### src/rtl/tt_sweep_capture_pkg.sv
// Shared types and sizes for the truth-table sweep/capture block.
package tt_pkg;

  localparam int unsigned NUM_INPUTS = 7;
  localparam int unsigned TT_BITS    = 2 ** NUM_INPUTS;
  localparam int unsigned ONES_W     = NUM_INPUTS + 1;

  typedef enum logic [1:0] {
    IDLE   = 2'd0,
    DRIVE  = 2'd1,
    SAMPLE = 2'd2,
    DONE   = 2'd3
  } state_e;

  typedef logic [TT_BITS-1:0] tt_t;

endpackage

### src/rtl/tt_sweep_capture_if.sv
// Result hand-off bus: captured table, match flag, popcount, valid/ready.
interface tt_sweep_capture_if;
  import tt_pkg::*;

  tt_t               tt_data;
  logic              tt_valid;
  logic              tt_ready;
  logic              match;
  logic [ONES_W-1:0] ones_count;

  modport master (
    output tt_data,
    output tt_valid,
    input  tt_ready,
    output match,
    output ones_count
  );

  modport slave (
    input  tt_data,
    input  tt_valid,
    output tt_ready,
    input  match,
    input  ones_count
  );

endinterface

### src/rtl/tt_sweep_capture.sv
// Sweeps a 7-input combinational function through all minterms, captures the
// 128-bit truth table, compares it against a latched signature and offers it
// on a valid/ready bus.
// Optional: define TT_SWEEP_POPCOUNT_EN to count ones in the captured table;
// otherwise ones_count is tied to zero.
module tt_sweep_capture
  import tt_pkg::*;
#(
  parameter int unsigned SETTLE_CYCLES = 1
) (
  input  logic                  clk,
  input  logic                  rst,
  input  logic                  start,
  output logic                  busy,
  output logic [NUM_INPUTS-1:0] x_out,
  input  logic                  f_in,
  input  tt_t                   expected_tt,
  tt_sweep_capture_if.master    tt_if
);

  localparam int unsigned CNT_W = (SETTLE_CYCLES < 2) ? 1 : $clog2(SETTLE_CYCLES + 1);
  localparam logic [CNT_W-1:0]      SETTLE_LOAD = CNT_W'(SETTLE_CYCLES);
  localparam logic [NUM_INPUTS-1:0] IDX_LAST    = NUM_INPUTS'(TT_BITS - 1);

  if (SETTLE_CYCLES < 1) begin : g_bad_settle
    $error("tt_sweep_capture: SETTLE_CYCLES must be >= 1");
  end

  state_e                state_q;
  state_e                state_d;
  logic [NUM_INPUTS-1:0] idx_q;
  logic [CNT_W-1:0]      cnt_q;
  tt_t                   exp_q;
  tt_t                   tt_q;
  tt_t                   tt_next;
  logic                  valid_q;
  logic                  match_q;
  logic                  last_c;

  assign last_c = (idx_q == IDX_LAST);

  // Table as it will look once the current minterm's output is written.
  always_comb begin
    tt_next        = tt_q;
    tt_next[idx_q] = f_in;
  end

  // State register.
  always_ff @(posedge clk) begin
    if (rst) begin
      state_q <= IDLE;
    end else begin
      state_q <= state_d;
    end
  end

  // Next-state logic: settle, sample, and terminal handshake.
  always_comb begin
    state_d = state_q;
    case (state_q)
      IDLE:    if (start) state_d = DRIVE;
      DRIVE:   if (cnt_q == CNT_W'(1)) state_d = SAMPLE;
      SAMPLE:  state_d = last_c ? DONE : DRIVE;
      DONE:    if (tt_if.tt_ready) state_d = IDLE;
      default: state_d = IDLE;
    endcase
  end

  // Datapath: index/settle counters, capture register, match and valid.
  always_ff @(posedge clk) begin
    if (rst) begin
      busy    <= 1'b0;
      x_out   <= '0;
      idx_q   <= '0;
      cnt_q   <= '0;
      exp_q   <= '0;
      tt_q    <= '0;
      valid_q <= 1'b0;
      match_q <= 1'b0;
    end else begin
      busy <= (state_d != IDLE);
      case (state_q)
        IDLE: begin
          if (start) begin
            exp_q   <= expected_tt;
            tt_q    <= '0;
            match_q <= 1'b0;
            idx_q   <= '0;
            x_out   <= '0;
            cnt_q   <= SETTLE_LOAD;
          end
        end
        DRIVE: begin
          if (cnt_q != CNT_W'(1)) cnt_q <= cnt_q - CNT_W'(1);
        end
        SAMPLE: begin
          tt_q <= tt_next;
          if (last_c) begin
            match_q <= (tt_next == exp_q);
            valid_q <= 1'b1;
          end else begin
            idx_q <= idx_q + NUM_INPUTS'(1);
            x_out <= idx_q + NUM_INPUTS'(1);
            cnt_q <= SETTLE_LOAD;
          end
        end
        DONE: begin
          if (tt_if.tt_ready) valid_q <= 1'b0;
        end
        default: ;
      endcase
    end
  end

  assign tt_if.tt_data  = tt_q;
  assign tt_if.tt_valid = valid_q;
  assign tt_if.match    = match_q;

`ifdef TT_SWEEP_POPCOUNT_EN
  logic [ONES_W-1:0] ones_q;

  // Running count of ones captured during the current sweep.
  always_ff @(posedge clk) begin
    if (rst) begin
      ones_q <= '0;
    end else if (state_q == IDLE && start) begin
      ones_q <= '0;
    end else if (state_q == SAMPLE && f_in) begin
      ones_q <= ones_q + ONES_W'(1);
    end
  end

  assign tt_if.ones_count = ones_q;
`else
  assign tt_if.ones_count = '0;
`endif

endmodule

### src/flat_wrapper.sv
// flat-port wrapper written by rule: the top's interface ports become plain ports
module tt_sweep_capture_flat import tt_pkg::*;
#(
  parameter int unsigned SETTLE_CYCLES = 1
)
  (clk, rst, start, busy, x_out, f_in, expected_tt, tt_if_tt_data, tt_if_tt_valid, tt_if_tt_ready, tt_if_match, tt_if_ones_count);
  tt_sweep_capture_if tt_if_i ();
  input  logic clk;
  input  logic rst;
  input  logic start;
  output logic busy;
  output logic [NUM_INPUTS-1:0] x_out;
  input  logic f_in;
  input  tt_t expected_tt;
  output wire logic [$bits(tt_if_i.tt_data)-1:0] tt_if_tt_data;
  output wire logic [$bits(tt_if_i.tt_valid)-1:0] tt_if_tt_valid;
  input wire logic [$bits(tt_if_i.tt_ready)-1:0] tt_if_tt_ready;
  output wire logic [$bits(tt_if_i.match)-1:0] tt_if_match;
  output wire logic [$bits(tt_if_i.ones_count)-1:0] tt_if_ones_count;
  assign tt_if_tt_data = tt_if_i.tt_data;
  assign tt_if_tt_valid = tt_if_i.tt_valid;
  assign tt_if_i.tt_ready = tt_if_tt_ready;
  assign tt_if_match = tt_if_i.match;
  assign tt_if_ones_count = tt_if_i.ones_count;
  tt_sweep_capture #(.SETTLE_CYCLES(SETTLE_CYCLES)) u_core (.clk(clk), .rst(rst), .start(start), .busy(busy), .x_out(x_out), .f_in(f_in), .expected_tt(expected_tt), .tt_if(tt_if_i));
endmodule
### config.mk
export PLATFORM = sky130hd
export DESIGN_NAME = tt_sweep_capture_flat
export DESIGN_NICKNAME = d
export VERILOG_FILES = /design/src/rtl/tt_sweep_capture_pkg.sv /design/src/rtl/tt_sweep_capture_if.sv /design/src/rtl/tt_sweep_capture.sv /design/src/flat_wrapper.sv
export SDC_FILE = /design/constraint.sdc
export NUM_CORES = 1
export LEC_CHECK = 0
export CAP_MARGIN = 20
export CORE_MARGIN = 8
export CORE_UTILIZATION = 30
export DETAILED_ROUTE_END_ITERATION = 10
export PLACE_DENSITY = 0.65
export SLEW_MARGIN = 20
export SYNTH_ARGS = -nofsm -noshare
export SYNTH_HDL_FRONTEND = slang
export SYNTH_SLANG_ARGS = --single-unit
### constraint.sdc
create_clock -name clk -period 3.24 [get_ports clk]
set_input_delay 0.324 -clock clk [delete_from_list [all_inputs] [get_ports clk]]
set_output_delay 0.324 -clock clk [all_outputs]
set_load 0.01 [all_outputs]
==> summary.txt <==
Synth
  • Ys Warns: 0
  • Syn Std Cell Area: 13950 µm²
  • Asr flop ratio synth: 0
  • Mean Syn Cell Area: 7.498 µm²
  • Post-synth EDFFs: 0
  • Syn Inst Count: 1860
  • Top cells by area, synth: dfxtp_1, nand2_1, nor2_1
  • Cell taking the most area after synthesis: dfxtp_1
  • Yosys reg bits: 269
  • Distinct cells, synth: 69
  • Post-synth top flop: dfxtp_1
  • Synth top area share: 0.3861
  • Register area share after synthesis: 0.3861

Pwr
  • P_leak: 0.007125 µW
  • Maximum VDD drop: 0.3409 mV
  • Int Pwr: 6296 µW
  • Sw Share: 0.2708
  • PwrDens: 428.0 nW/µm²
  • Seq pwr share: 0.414
  • Clock group share of total power: 0.462
  • Net load switching power: 2339 µW
  • Design Power: 8634 µW
  • Combinational share of power: 0.125

Drt
  • Vias per cell: 5.428
  • Drt pass-1 iters: 5
  • Post-DRT Antenna Nets: 0
  • WL/cell: 25.64 µm
  • Total Wirelength: 73770 µm
  • Initial DRC count: 1427
  • # DRC: 0
  • Via count: 15617

Hold path
  • HP Start: rst
  • Worst hold path class: primary input to flop
  • WHS Path Cells: 2
  • Hold endpoint: u_core.tt_if.tt_data[67]

Clock network
  • TritonCTS buffer count: 31
  • Hold_buf cts: 0
  • Root Buffer: clkbuf_16
  • Clock Latency Late Sink: 0.59 ns
  • CTS tree: yes
  • Clock Path Buffers: 3
  • CTS clk-pin slew, worst paths: 0.07 ns
  • Clock sinks: 269
  • H-tree depth: 1

Layout
  • Most frequent cells in the layout: nand2_1, clkdlybuf4s50_1, dfxtp_1, nor2_1, buf_4
  • Final #Nets: 2379
  • # fillers: 4705
  • Leading cell type in the layout, fill and taps excluded: nand2_1
  • Share of layout cells above drive strength 1: 0.1643
  • Area grow syn2layout: 44.63%
  • Antenna diode count: 0

Timing
  • Final-report hold violation count: 0
  • Worst Tran Pin Value: 0.7860 ns
  • WHS: 0.2381 ns
  • Fin crit period: 3.249 ns
  • Maximum clock rate: 0.3078 GHz
  • Final Slew Violations: 0
  • RSZ-0062 raised after global routing: true
  • Crit share post-route: 1.003
  • Final setup violation count: 1
  • Relative slew slack: 0.4720
  • Clock Skews: 0.01187 ns
  • Final WS setup: -0.008565 ns

Setup path
  • R2R cell count: 12
  • Startpoint types: flop
  • CP Capture Type: flop
  • Reg-to-Reg End: u_core.tt_if.match
  • Reg-to-reg slack, setup: -0.009 ns
  • Worst endpoint required time: 3.76 ns
  • WS Path Type: flop to flop
  • CP max FO: 13
  • FF-to-FF Start: u_core.x_out[0]
  • Worst path arrival time: 3.77 ns

Job
  • MaxCap Viol Count: 0

Global routing
  • Global Route Usage Sum: 0.2625
  • Initial antenna violation count: 0
  • Largest net degree at the start of global routing: 144
  • GRT overflow: 0
  • Vias in the first global route: 15048
  • Global-route wire length before repair: 105800 µm

Floorplan
  • Top-Level Pins: 279
  • Die Wd: 231.6 µm
  • Core ar.: 46260 µm²
  • Row cnt: 79
  • Die ar.: 53650 µm²
  • Die Ht: 231.6 µm
  • Initial core utilization: 0.3015

Place
  • Buffers on Ports: 270
  • Gp weighted congestion: 0.9533
  • Post-DP HPWL: 56580 µm

Run status
  • Failing checks: negative setup slack
  • Status: finished, violations left
worst max-delay path, cell delays in order (launching register included):
cell and delay, ns:
dfxtp_1 0.33, buf_4 0.16, buf_6 0.14, nand3b_1 0.24, buf_4 0.26, nor2_1 0.37, o22ai_1 0.18, nor4_1 0.37
buf_4 0.19, and4_1 0.22, nand4_1 0.10, or4b_1 0.49, o21ai_1 0.13
power groups by stage:
stage	combinational (µW)	sequential, µW	clock (µW)
2_1_floorplan	536	3560	0
3_3_place_gp	1050	3640	0
3_5_place_dp	1060	3640	0
4_1_cts	1070	3560	4050
5_1_grt	1160	3570	4180
6_report	1080	3570	3990
how the worst max path moves through the flow:
stage / start / endpoint / slack [ns] / cells after the start
6_report: u_core.x_out[0] / u_core.tt_if.match / -0.009 / 12
3_5_place_dp: u_core.x_out[5] / u_core.tt_if.match / -0.24 / 10
4_1_cts: u_core.x_out[3] / u_core.tt_if.match / 0.0007 / 11
2_1_floorplan: u_core.x_out[0] / u_core.tt_if.match / 0.02 / 10
3_3_place_gp: u_core.x_out[5] / u_core.tt_if.match / -0.29 / 10
5_1_grt: u_core.x_out[2] / u_core.tt_if.match / -0.06 / 13
logic make-up after synthesis:
group / after synthesis / synth area share
DFF: 269 / 0.3861
and+or+nand+nor: 741 / 0.2410
muxes: 58 / 0.04172
other: 1 / 0.0002689
adders and majority gates: 1 / 0.0008970
AOI/OAI and AO/OA: 536 / 0.2312
buffers and inverters: 184 / 0.05490
xor gates and xnor gates: 70 / 0.04396
cell usage after synthesis, drive strengths merged, types with 3 or more instances:
cell type / count
nor3b: 20
and4b: 3
o21ai: 158
dfxtp: 269
xor2: 34
nand4bb: 6
nand4: 14
and4: 3
o22ai: 10
o2bb2ai: 12
or4b: 5
nand3b: 3
nand2b: 4
a21o: 3
a2111oi: 3
clkbuf: 139
nor2: 264
and3: 6
nand2: 282
a211oi: 3
o32a: 4
nor3: 34
or3b: 3
a22oi: 111
and4bb: 3
inv: 8
nor4b: 4
o31ai: 11
nand3: 43
a21boi: 4
nand4b: 4
a221oi: 4
nor4: 23
mux2i: 57
a21oi: 188
nor4bb: 3
a22o: 8
and3b: 3
buf: 37
or4: 5
xnor2: 36
o32ai: 3
state kept, by name (all words and copies together), names as in the netlist:
| signal | cells |
|---|---|
| u_core.cnt_q | 1 |
| u_core.tt_if.tt_valid | 1 |
| u_core.tt_if.tt_data | 128 |
| u_core.exp_q | 128 |
| u_core.x_out | 7 |
| u_core.state_q | 2 |
| u_core.busy | 1 |
| u_core.tt_if.match | 1 |
cell type report:
type                            instances  area, µm²  area share
Multi-Input combinational cell       1414       8053      0.3992
Inverter                                8      30.03    0.001489
Tap cell                              607      759.5     0.03765
Sequential cell                       269       5390      0.2672
Clock inverter                         22      324.1     0.01607
Timing Repair Buffer                  521       4781      0.2370
Clock buffer                           36      834.6     0.04137
timing repair:
action	4_1_cts	5_1_grt
buffers inserted	4	0
cloned	0	0
pin swaps	3	6
setup endpoints to repair	1	1
gates resized for setup	16	36
through the flow:
| step | setup WS, ns | cell area, µm² | setup TNS (ns) | std cells | utilization |
|---|---|---|---|---|---|
| floorplan | 0.01948 | 13980 | 0 | 1867 | - |
| global placement | -0.2945 | 18780 | -0.2945 | 2815 | 0.4059 |
| detailed placement | -0.2414 | 18780 | -0.2414 | 2815 | 0.4059 |
| CTS | 0.0006519 | 20030 | 0 | 2877 | 0.4329 |
| global route | -0.05675 | 20170 | -0.05675 | 2877 | 0.4361 |
| finish | -0.008565 | 20170 | -0.008565 | 2877 | 0.4361 |
per-layer routing:
layer  track usage  vias up  routed length [µm]
met2        0.4312      613               34330
met3       0.04157      104                4620
met5             0        -                   0
met1        0.3586     7593               32930
li1              -     7307                   -
met4       0.05941        0                1885
(Power assumes the default switching activity.)
